$ cat src/rtl/face_detect_mul_pkg.sv
`default_nettype none
`timescale 1ns/1ps
// ============================================================================
// Module      : face_detect_mul_pkg
// Description : Shared widths, default multiplier latency and id-width helper
//               for the face-detect shared multiplier arbiter.
// Revision    : 1.0 - initial release
// ============================================================================
package face_detect_mul_pkg;

  // Default pipeline depth of the shared multiplier
  localparam int MUL_LAT_DEFAULT = 3;

  // Operand and result widths
  localparam int A_WIDTH = 8;   // unsigned operand
  localparam int B_WIDTH = 24;  // signed operand
  localparam int P_WIDTH = 24;  // truncated signed product

  typedef logic [A_WIDTH-1:0] a_t;
  typedef logic [B_WIDTH-1:0] b_t;
  typedef logic [P_WIDTH-1:0] p_t;

  // Width of a requester index; never narrower than one bit
  function automatic int id_width(input int n);
    return (n < 2) ? 1 : $clog2(n);
  endfunction

endpackage
`default_nettype wire

$ cat src/rtl/face_detect_mul_mul_8ns_24s_24_4_1.sv
`default_nettype none
`timescale 1ns/1ps
// ============================================================================
// Module      : face_detect_mul_mul_8ns_24s_24_4_1
// Description : Pipelined unsigned-8 x signed-24 multiplier, low 24 bits of
//               the product, LAT clock-enabled stages deep.
// Revision    : 1.0 - initial release
// ============================================================================
module face_detect_mul_mul_8ns_24s_24_4_1
  import face_detect_mul_pkg::*;
#(
  parameter int LAT = MUL_LAT_DEFAULT
) (
  input  logic clk,
  input  logic reset,
  input  logic ce,
  input  a_t   din0,
  input  b_t   din1,
  output p_t   dout
);

  // Only the low 24 bits are kept, so a 24-bit multiply is exact for them;
  // the unsigned operand is zero-extended so it is never read as negative.
  logic signed [P_WIDTH-1:0] a_ext;
  logic signed [P_WIDTH-1:0] prod;
  p_t                        stage [LAT];

  assign a_ext = {{(P_WIDTH-A_WIDTH){1'b0}}, din0};
  assign prod  = a_ext * $signed(din1);

  // Product shift chain; the first stage captures straight from the operands
  always_ff @(posedge clk) begin
    if (reset) begin
      for (int s = 0; s < LAT; s++) stage[s] <= '0;
    end else if (ce) begin
      stage[0] <= prod;
      for (int s = 1; s < LAT; s++) stage[s] <= stage[s-1];
    end
  end

  assign dout = stage[LAT-1];

endmodule
`default_nettype wire

$ cat src/rtl/face_detect_mul_arb.sv
`default_nettype none
`timescale 1ns/1ps
// ============================================================================
// Module      : face_detect_mul_arb
// Description : Round-robin arbiter sharing one pipelined multiplier between
//               N_REQ requesters, with a valid/id tag pipe and output stall.
// Revision    : 1.0 - initial release
// ============================================================================
module face_detect_mul_arb
  import face_detect_mul_pkg::*;
#(
  parameter int N_REQ   = 4,
  parameter int MUL_LAT = MUL_LAT_DEFAULT
) (
  input  logic                         ap_clk,
  input  logic                         ap_rst_n,
  input  logic [N_REQ-1:0]             req_valid,
  output logic [N_REQ-1:0]             req_ready,
  input  logic [N_REQ*A_WIDTH-1:0]     req_a,
  input  logic [N_REQ*B_WIDTH-1:0]     req_b,
  output logic                         res_valid,
  input  logic                         res_ready,
  output logic [id_width(N_REQ)-1:0]   res_id,
  output logic [P_WIDTH-1:0]           res_data,
  output logic                         busy
);

  localparam int ID_W = id_width(N_REQ);

  logic [ID_W-1:0]    last_grant;
  logic [ID_W-1:0]    win_id;
  logic               win_found;
  logic               pipe_ce;
  logic               transfer;
  logic [MUL_LAT-1:0] tag_valid;
  logic [ID_W-1:0]    tag_id [MUL_LAT];
  a_t                 a_arr  [N_REQ];
  b_t                 b_arr  [N_REQ];

  // Split the flat operand buses into per-requester slices
  for (genvar g = 0; g < N_REQ; g++) begin : g_unpack
    assign a_arr[g] = req_a[g*A_WIDTH +: A_WIDTH];
    assign b_arr[g] = req_b[g*B_WIDTH +: B_WIDTH];
  end

  // Only a held result stalls the pipe; a bubble at the output never does
  assign pipe_ce = !(res_valid && !res_ready);

  // Round-robin search starting one past the previous winner
  always_comb begin
    int idx;
    win_id    = '0;
    win_found = 1'b0;
    idx       = 0;
    for (int k = 1; k <= N_REQ; k++) begin
      idx = int'(last_grant) + k;
      if (idx >= N_REQ) idx = idx - N_REQ;
      if (!win_found && req_valid[idx[ID_W-1:0]]) begin
        win_found = 1'b1;
        win_id    = idx[ID_W-1:0];
      end
    end
  end

  // Accept only the winner, only while the pipe advances and out of reset
  assign transfer = win_found && pipe_ce && ap_rst_n;

  // One-hot ready for the winning requester
  always_comb begin
    req_ready = '0;
    if (transfer) req_ready[win_id] = 1'b1;
  end

  // Tag pipe and grant pointer; reset discards everything in flight
  always_ff @(posedge ap_clk or negedge ap_rst_n) begin
    if (!ap_rst_n) begin
      tag_valid  <= '0;
      for (int s = 0; s < MUL_LAT; s++) tag_id[s] <= '0;
      last_grant <= ID_W'(N_REQ - 1);
    end else begin
      if (pipe_ce) begin
        tag_valid[0] <= transfer;
        tag_id[0]    <= transfer ? win_id : '0;
        for (int s = 1; s < MUL_LAT; s++) begin
          tag_valid[s] <= tag_valid[s-1];
          tag_id[s]    <= tag_id[s-1];
        end
      end
      if (transfer) last_grant <= win_id;
    end
  end

  face_detect_mul_mul_8ns_24s_24_4_1 #(
    .LAT (MUL_LAT)
  ) u_mul (
    .clk   (ap_clk),
    .reset (!ap_rst_n),
    .ce    (pipe_ce),
    .din0  (a_arr[win_id]),
    .din1  (b_arr[win_id]),
    .dout  (res_data)
  );

  assign res_valid = tag_valid[MUL_LAT-1];
  assign res_id    = tag_id[MUL_LAT-1];
  assign busy      = |tag_valid;

endmodule
`default_nettype wire

$ cat config.mk
export PLATFORM = sky130hd
export DESIGN_NAME = face_detect_mul_arb
export DESIGN_NICKNAME = d
export VERILOG_FILES = /design/src/rtl/face_detect_mul_pkg.sv /design/src/rtl/face_detect_mul_mul_8ns_24s_24_4_1.sv /design/src/rtl/face_detect_mul_arb.sv
export SDC_FILE = /design/constraint.sdc
export NUM_CORES = 1
export LEC_CHECK = 0
export ABC_AREA = 1
export CORE_UTILIZATION = 25
export DETAILED_ROUTE_END_ITERATION = 12
export GPL_TIMING_DRIVEN = 0
export PLACE_DENSITY_LB_ADDON = 0.25
export SYNTH_ARGS = -nofsm -noshare
export SYNTH_HDL_FRONTEND = slang
export SYNTH_HIERARCHICAL = 1
export SYNTH_SLANG_ARGS = --single-unit
$ cat constraint.sdc
create_clock -name ap_clk -period 7 [get_ports ap_clk]
set_input_delay 0.7 -clock ap_clk [delete_from_list [all_inputs] [get_ports ap_clk]]
set_output_delay 0.7 -clock ap_clk [all_outputs]
set_load 0.1 [all_outputs]
==> flow_summary.yaml <==
status:
  status: "finished, violations left"
  violations: "DRC"
synthesis:
  yosysSeqAreaShare: 0.233
  ys_types: 37
  synthArstFlopShare: 0.133
  netlist_area_um2: 10500
  synthCells: 1480
  yosysWarnings: 6
  syn-num-nets: 1770
  synth_seq_cells: 83
  synth-edff-count: 72
  synthFlopType: "edfxtp_1"
  syn_avg_cell_area_um2: 7.06
drt:
  viasPerCell: 4.12
  drc_errors: 5
  drt_pass1_iterations: 9
  route.vias.total: 9027
  drtIter0Drc: 390
  route.antenna.remaining_nets: 0
  totalWireLength_um: 26300
  wire_per_inst_um: 12.0
critical_path:
  crit_top_cell: "nand2_1"
  rr_startpoint: "last_grant[1]"
  required_ps: 7090
  path_class: "in2reg"
  cp_max_fo: 10
  reg2reg_to: "u_mul/stage[0][16]"
  start_kind: "primary input"
  rrSetupSlack_ps: 550
  crit_family: "adder cells"
  end_kind: "flip-flop"
  cp-startpoint: "req_valid[1]"
  arrival_ps: 6640
  slowest_delay_ps: 550
  cpMaxStageDelayCell: "fa_1"
  r2r_cells: 31
  worst-path-buf-inv: 7
clock_network:
  htree_levels: 3
  clockBufferDepth: 2
  cts-root-buf: "clkbuf_16"
  post-cts-setup-buffers: 0
  cts_tree: "done"
  clk_pin_slew_ps: 60
  clk_latency_ps: 330
  cts_made_buffers: 9
  cts_sinks: 83
floorplan:
  die_area_um2: 42600
  die_y_um: 206
  initial_core_util: 0.255
  row_count: 74
  die-width_um: 206
  ios: 167
  core-area_um2: 41000
layout:
  fin_cells: 2191
  insertedDiodeCount: 0
  drive_above_1_share: 0.0808
  nFillCells: 4400
  area_growth_pct: 25.6
  final_nets: 1944
hold_path:
  hp-start: "tag_id[4]"
  worst_hold_path.endpoint: "tag_id[2]"
  min_path_type: "reg2reg"
  hold_depth: 2
timing:
  worst_slew_pin_slew_ps: 989
  hold_ws_ps: 483
  drv_slew: 0
  skew_ps: 6.95
  min_period_ps: 6550
  fin_setup_tns_ps: 0
  setup_viol_count_final: 0
  fin_crit_sh: 0.936
  slew_headroom: 0.338
  hold_viol_final: 0
  fin_ws_ps: 447
  max_clock_freq_mhz: 153
place:
  dp_slack_ps: -448
  port_buffers: 166
  dpl.hpwl_um: 22100
  place_congestion: 0.880
  dp.cells: 2178
global_routing:
  grt_usage: 0.128
  grt_pass1_vias: 9064
  grt_pass1_wl_um: 43800
  antenna_found_initial: 0
  grt-ovfl-total: 0
  grt_max_degree: 73
run:
  timing.max_cap.violations: 0
[worst min-delay path, cell delays in order (launching register included)]
cell     delay [ps]
dfrtp_1         340
nand2_1          60
nand2_1          50
[Yosys cell counts, drive strengths merged, types with 9 or more instances]
master,n,area share
a21oi,28,0.015
buf,62,0.043
clkbuf,33,0.014
dfrtp,9,0.022
edfxtp,72,0.21
fa,108,0.21
ha,47,0.056
inv,324,0.12
nand2,562,0.21
nand3,88,0.043
nor2,104,0.039
o21ai,16,0.0077
[placed cells by master (no fill, tap or decap), types with 13 or more instances in the layout]
cell type	Yosys	routed
a21oi_1	25	25
buf_2	17	19
buf_4	33	33
clkbuf_1	24	13
clkbuf_2	8	14
clkdlybuf4s50_1	0	166
edfxtp_1	72	72
fa_1	108	108
ha_1	47	47
inv_1	317	317
nand2_1	545	544
nand2_2	14	15
nand3_1	86	86
nor2_1	100	100
o21ai_0	15	15
[how the worst max path moves through the flow]
stage,end,cells past startpoint
floorplan,u_mul/stage[0][23],37
global placement,u_mul/stage[0][23],33
detailed placement,u_mul/stage[0][23],35
CTS,u_mul/stage[0][23],34
global route,u_mul/stage[0][23],34
finish,u_mul/stage[0][16],31
[per-layer routing]
metal,GRT usage,part of all wire,routed length (um),vias to the layer above
met1,0.172,0.48,12600,4139
met5,0,0,0,-
met3,0.0120,0.038,1000,21
li1,-,-,-,4668
met4,0.0313,0.014,372,0
met2,0.219,0.47,12300,199
[metrics by stage]
step	util	area [um2]
5_1_grt	0.320	13100
2_1_floorplan	-	10500
3_3_place_gp	0.312	12800
4_1_cts	0.320	13100
3_5_place_dp	0.312	12800
6_report	0.320	13100
[state kept, by name (all words and copies together), names as in the netlist]
register and cells:
tag_id 4, res_id 2, u_mul/stage 72, last_grant 2, tag_valid 3
[cell families after synthesis]
kind of cell	synth area share
flops	0.233
compound gates	0.0299
buf+inv	0.173
fa+ha+maj	0.263
simple gates	0.300
[layout make-up]
class	instances	area, um2	share of cell area
Timing Repair Buffer	166	1660	0.127
Inverter	324	1220	0.0926
Sequential cell	83	2440	0.186
Multi-Input combinational cell	978	6200	0.473
Clock buffer	9	225	0.0172
Clock inverter	7	116	0.00886
Buffer	92	599	0.0457
Tap cell	532	666	0.0507
[what timing repair did]
action / 4_1_cts / 5_1_grt
hold endpoints to repair: 0 / 0
hold buffers: 0 / 0
gates resized for setup: 0 / 22
endpoints found under the setup margin: 4 / 13
Power is left out: the tool's default activity adds up to more than one toggle a clock period on the data nets, which glitch-free logic cannot reach.
